[src/rtl/atmega_io_bus_master.sv]
// rtl/atmega_io_bus_master.sv - IO register bus initiator with READ/WRITE/SET/CLEAR/TOGGLE
//
// Purpose:
//   Takes one request at a time from a host on a valid/ready port and runs it
//   on the ATmega-style IO bus (addr/wr/rd/data). SET/CLEAR/TOGGLE are done as
//   an atomic read followed by a single write of the modified value. Exactly
//   one response is returned per request.
//
// Ports:
//   clk_i, rst_i         clock (rising edge), asynchronous active-low reset
//   req_valid_i/ready_o  request handshake; req_op_i, req_addr_i, req_data_i
//                        (write data or bit mask) latched on accept
//   rsp_valid_o/ready_i  response handshake; rsp_data_o, rsp_err_o
//   addr_o, wr_o, rd_o   IO bus address and strobes (registered)
//   bus_o                IO bus write data (0 unless wr_o)
//   bus_i                IO bus read data, combinational from the slave
module atmega_io_bus_master #(
  parameter int BUS_ADDR_DATA_LEN = 8,
  parameter int DATA_WIDTH        = 8,
  parameter int READ_WAIT_STATES  = 0
) (
  input  logic                         clk_i,
  input  logic                         rst_i,
  input  logic                         req_valid_i,
  output logic                         req_ready_o,
  input  logic [2:0]                   req_op_i,
  input  logic [BUS_ADDR_DATA_LEN-1:0] req_addr_i,
  input  logic [DATA_WIDTH-1:0]        req_data_i,
  output logic                         rsp_valid_o,
  input  logic                         rsp_ready_i,
  output logic [DATA_WIDTH-1:0]        rsp_data_o,
  output logic                         rsp_err_o,
  output logic [BUS_ADDR_DATA_LEN-1:0] addr_o,
  output logic                         wr_o,
  output logic                         rd_o,
  output logic [DATA_WIDTH-1:0]        bus_o,
  input  logic [DATA_WIDTH-1:0]        bus_i
);

  localparam logic [2:0] OP_READ  = 3'b000;
  localparam logic [2:0] OP_WRITE = 3'b001;
  localparam logic [2:0] OP_SET   = 3'b010;
  localparam logic [2:0] OP_CLR   = 3'b011;
  localparam logic [2:0] OP_TGL   = 3'b100;

  localparam logic [3:0] WAIT_CNT = READ_WAIT_STATES[3:0];

  typedef enum logic [1:0] {S_IDLE, S_RD, S_WR, S_RSP} state_t;

  state_t                         state_q, state_d;
  logic [2:0]                     op_q, op_d;
  logic [BUS_ADDR_DATA_LEN-1:0]   addr_q, addr_d;
  logic [DATA_WIDTH-1:0]          mask_q, mask_d;
  logic [3:0]                     cnt_q, cnt_d;
  logic                           rd_q, rd_d;
  logic                           wr_q, wr_d;
  logic [DATA_WIDTH-1:0]          bus_q, bus_d;
  logic                           rsp_valid_q, rsp_valid_d;
  logic [DATA_WIDTH-1:0]          rsp_data_q, rsp_data_d;
  logic                           rsp_err_q, rsp_err_d;
  logic                           ready_q, ready_d;

  function automatic logic [DATA_WIDTH-1:0] modify(input logic [2:0] op,
                                                   input logic [DATA_WIDTH-1:0] rdat,
                                                   input logic [DATA_WIDTH-1:0] m);
    case (op)
      OP_SET:  return rdat | m;
      OP_CLR:  return rdat & ~m;
      OP_TGL:  return rdat ^ m;
      default: return m;
    endcase
  endfunction

  always_comb begin
    state_d     = state_q;
    op_d        = op_q;
    addr_d      = addr_q;
    mask_d      = mask_q;
    cnt_d       = cnt_q;
    rd_d        = 1'b0;
    wr_d        = 1'b0;
    bus_d       = '0;
    rsp_valid_d = 1'b0;
    rsp_data_d  = rsp_data_q;
    rsp_err_d   = rsp_err_q;

    case (state_q)
      S_IDLE: begin
        // ready_q is only ever set while IDLE, so it also gates the first
        // cycle after reset release.
        if (req_valid_i && ready_q) begin
          op_d   = req_op_i;
          addr_d = req_addr_i;
          mask_d = req_data_i;
          case (req_op_i)
            OP_WRITE: begin
              state_d = S_WR;
              wr_d    = 1'b1;
              bus_d   = req_data_i;
            end
            OP_READ, OP_SET, OP_CLR, OP_TGL: begin
              state_d = S_RD;
              rd_d    = 1'b1;
              cnt_d   = '0;
            end
            default: begin
              state_d     = S_RSP;
              rsp_valid_d = 1'b1;
              rsp_err_d   = 1'b1;
              rsp_data_d  = '0;
            end
          endcase
        end
      end
      S_RD: begin
        if (cnt_q != WAIT_CNT) begin
          cnt_d = cnt_q + 4'd1;
          rd_d  = 1'b1;
        end else if (op_q == OP_READ) begin
          state_d     = S_RSP;
          rsp_valid_d = 1'b1;
          rsp_data_d  = bus_i;
          rsp_err_d   = 1'b0;
        end else begin
          // Write value is computed from the live read data so the write
          // strobe follows the last read cycle directly.
          state_d = S_WR;
          wr_d    = 1'b1;
          bus_d   = modify(op_q, bus_i, mask_q);
        end
      end
      S_WR: begin
        state_d     = S_RSP;
        rsp_valid_d = 1'b1;
        rsp_data_d  = bus_q;
        rsp_err_d   = 1'b0;
      end
      S_RSP: begin
        if (rsp_ready_i) begin
          state_d    = S_IDLE;
          rsp_data_d = '0;
          rsp_err_d  = 1'b0;
        end else begin
          rsp_valid_d = 1'b1;
        end
      end
      default: state_d = S_IDLE;
    endcase

    ready_d = (state_d == S_IDLE);
  end

  always_ff @(posedge clk_i or negedge rst_i) begin
    if (!rst_i) begin
      state_q     <= S_IDLE;
      op_q        <= '0;
      addr_q      <= '0;
      mask_q      <= '0;
      cnt_q       <= '0;
      rd_q        <= 1'b0;
      wr_q        <= 1'b0;
      bus_q       <= '0;
      rsp_valid_q <= 1'b0;
      rsp_data_q  <= '0;
      rsp_err_q   <= 1'b0;
      ready_q     <= 1'b0;
    end else begin
      state_q     <= state_d;
      op_q        <= op_d;
      addr_q      <= addr_d;
      mask_q      <= mask_d;
      cnt_q       <= cnt_d;
      rd_q        <= rd_d;
      wr_q        <= wr_d;
      bus_q       <= bus_d;
      rsp_valid_q <= rsp_valid_d;
      rsp_data_q  <= rsp_data_d;
      rsp_err_q   <= rsp_err_d;
      ready_q     <= ready_d;
    end
  end

  assign req_ready_o = ready_q;
  assign rsp_valid_o = rsp_valid_q;
  assign rsp_data_o  = rsp_data_q;
  assign rsp_err_o   = rsp_err_q;
  assign addr_o      = addr_q;
  assign rd_o        = rd_q;
  assign wr_o        = wr_q;
  assign bus_o       = bus_q;

endmodule

[config.mk]
export PLATFORM = sky130hd
export DESIGN_NAME = atmega_io_bus_master
export DESIGN_NICKNAME = d
export VERILOG_FILES = /design/src/rtl/atmega_io_bus_master.sv
export SDC_FILE = /design/constraint.sdc
export NUM_CORES = 1
export LEC_CHECK = 0
export ABC_CLOCK_PERIOD_IN_PS = 2300
export BUFFER_PORTS_ARGS = -buffer_cell sky130_fd_sc_hd__buf_2
export CAP_MARGIN = 0
export CORE_ASPECT_RATIO = 1.1
export CORE_MARGIN = 10
export CORE_UTILIZATION = 45
export CTS_CLUSTER_DIAMETER = 200
export CTS_CLUSTER_SIZE = 40
export DETAILED_ROUTE_END_ITERATION = 6
export PLACE_DENSITY_LB_ADDON = 0.3
export SETUP_SLACK_MARGIN = 0.05
export SYNTH_ARGS = -nofsm -noshare
export SYNTH_HDL_FRONTEND = slang
export SYNTH_SLANG_ARGS = --single-unit
[constraint.sdc]
create_clock -name clk_i -period 2.3 [get_ports clk_i]
set_clock_uncertainty 0.2 [all_clocks]
set_input_delay 0.46 -clock clk_i [delete_from_list [all_inputs] [get_ports clk_i]]
set_output_delay 0.46 -clock clk_i [all_outputs]
set_load 0.02 [all_outputs]
==> flow_summary.ini <==
[routing]
vias = 2205
ant_nets = 0
drt_iter0_markers = 122
drtPass1Iterations = 4
post_drt_wl_per_cell_um = 15.6
via_per_inst = 5.18
drc = 0
routed_wl_um = 6660

[timing]
hold_ws_ns = 0.150
setup_viol = 0
tightest_slew_ns = 0.676
slew_viol_final = 0
period_share = 0.971
min_period_ns = 2.23
max_freq_mhz = 448
hold_viol_final = 0
max-slew-margin-rel = 0.544
rsz0062_at_grt = yes
finalSetupTns_ns = 0

[place]
place_congestion = 0.854
port_buffers = 59
place_area_um2 = 3060
dp_hpwl_um = 5050

[setup_path]
rr_worst_depth = 6
crit_path_start = cnt_q[0]$_DFFE_PN0P_
r2r_end = rsp_data_o[7]$_DFFE_PN0P_
max_stage_delay_ns = 0.45
r2r_slack_ns = 0.07
crit_arrival_ns = 2.21
cp.required_ns = 2.28
path_depth = 6
r2r-start = cnt_q[0]$_DFFE_PN0P_
crit_slowest_cell = dfrtp_2
endpoint = rsp_data_o[7]$_DFFE_PN0P_
startpoint_type = flip-flop
crit_type = flip-flop to flip-flop
cp-end-kind = flip-flop
crit_chain = inv_2 -> ha_4 -> or3b_4 -> a211o_1 -> nand2b_4 -> mux2_4
crit_fanout = 5
path_buf_inv = 1
worst_path_dominant_cell_family = simple AND/OR/NAND/NOR gates

[clock_tree]
numCtsBuffers = 5
cts.clk_slew.worst_paths_ns = 0.08
cts_root_buf = clkbuf_8
insertion_delay_ns = 0.30
cts_tree = built
clk_path_buf_depth = 2
htreeDepth = 2
cts_num_sinks = 46

[global_route]
grt-ovfl-total = 0
grtUsageTotal = 0.142
antenna_found_initial = 0
grt_pass1_vias = 2198
grt_pass1_wl_um = 10800
grt_max_degree = 30

[synthesis]
synth_top_family_by_area = simple AND/OR/NAND/NOR gates
synth_mux_area_frac = 0.0577
syn_area_um2 = 2630
yosys_register_bits = 46
synth-simple-area-share = 0.193
ys_types = 40
synthAdderAreaFrac = 0.105
synthCells = 279
ys_seq_area_frac = 0.439
async_flop_share = 1.00
synth_edf_count = 0
ys.warnings.count = 0
synth_compound_area_frac = 0.151
syn_nets = 332
synth_xor_area_frac = 0
avgSynthCellArea_um2 = 9.41
synth_flop_cell = dfrtp_1

[die]
initial_core_util = 0.458
coreArea_um2 = 5730
fp.dieH_um = 100
die_x_um = 92.8
ios = 60
rows = 29
die_area_um2 = 9290

[layout]
stdcell_area_um2 = 3210
antenna_cells = 0
syn2layout_area_growth_pct = 22.4
finalNetCount = 401
drive_gt1_frac = 0.287

[power]
p_per_area_nw_per_um2 = 1340
leakagePower_uw = 0.00168
ir_drop_mv = 0.566

[status]
outcome = finished clean

[worst_hold_path]
min_path_type = input pin to flip-flop
whs_path_depth = 3

[flow_run]
maxCapViolations = 0
## placed cells by master, fill, tap and decap left out, types with 2 or more instances in the layout
cell,instances
o31ai_1,2
a22oi_1,8
nand4_1,2
inv_1,21
mux2i_1,2
ha_1,21
o21ai_0,14
nor2b_1,11
o22ai_1,3
nand2_1,55
a21oi_1,14
nand2b_4,2
o221ai_1,6
clkbuf_8,5
nor2_1,11
buf_2,59
a22o_1,6
nor3b_1,2
inv_2,2
nand3_1,9
nand2b_1,4
mux2_4,8
buf_4,14
dfrtp_1,45
## layer usage
metal	global-route usage	share of wire	wire, um
met1	0.167	0.43	2840
met5	0	0	0
met4	0.0380	0.011	74
met3	0.0425	0.063	418
met2	0.245	0.50	3320
## metrics by stage
| step | power (uW) | instances | setup WS (ns) | utilization |
|---|---|---|---|---|
| 2_1_floorplan | 2990 | 279 | 0.0659 | - |
| 3_3_place_gp | 3530 | 415 | 0.173 | 0.533 |
| 3_5_place_dp | 3620 | 415 | 0.124 | 0.533 |
| 4_1_cts | 4220 | 424 | 0.101 | 0.554 |
| 5_1_grt | 4660 | 426 | 0.0345 | 0.560 |
| 6_report | 4300 | 426 | 0.0665 | 0.560 |
## tightest hold or removal path, cell delays in order
cell and delay, ns:
buf_2 0.07, nand2_1 0.04, nand2_1 0.04
## sequential cells by signal (all words and copies together), names as in the netlist
register / count
addr_o: 8
bus_o: 8
mask_q: 8
rsp_data_o: 8
cnt_q: 4
op_q: 3
state_q: 2
rd_o: 1
req_ready_o: 1
rsp_err_o: 1
rsp_valid_o: 1
wr_o: 1
## Yosys cell counts, drive strengths merged, types with 8 or more instances
master,n,area [um2]
nand2,55,206
dfrtp,46,1150
inv,23,86.3
ha,22,275
a21oi,14,70.1
o21ai,14,70.1
nor2,11,41.3
nor2b,11,68.8
clkbuf,10,37.5
mux2,9,131
nand3,9,45.0
a22oi,8,60.1
## logic make-up after synthesis
| logic type | Yosys count |
|---|---|
| AND/OR/NAND/NOR | 104 |
| AO/OA/AOI/OAI | 60 |
| flip-flops | 46 |
| buffers and inverters | 36 |
| adder cells (fa/ha/maj) | 22 |
| multiplexers | 11 |
## how the worst min path moves through the flow
| stage | from | end |
|---|---|---|
| global route | req_addr_i[4] | addr_o[4]$_DFFE_PN0P_ |
| floorplan | rst_i | addr_o[0]$_DFFE_PN0P_ |
| global placement | addr_o[2]$_DFFE_PN0P_ | addr_o[2]$_DFFE_PN0P_ |
| finish | req_addr_i[4] | addr_o[4]$_DFFE_PN0P_ |
| detailed placement | rst_i | rd_o$_DFF_PN0_ |
| CTS | req_addr_i[4] | addr_o[4]$_DFFE_PN0P_ |
## report_power, final
group          total, uW  internal [uW]  switching (uW)
clock network        601            324             276
logic               2330            995            1340
registers           1360           1140             225
total               4300           2460            1840
## timing repair
action | in CTS | in global routing
hold buffers | 1 | 0
endpoints found under the setup margin | 0 | 8
hold endpoints to repair | 21 | 0
resized for setup | 0 | 7
setup buffers | 0 | 1
## cell type report
cell class	instances	area, um2
clock inverter	2	37.5
fill	540	2520
inverter	23	86.3
timing repair buffer	74	410
clock buffer	6	72.6
tap	77	96.3
sequential	46	1150
multi-input combinational	198	1360
No activity file was read; power rests on OpenSTA's default activity.
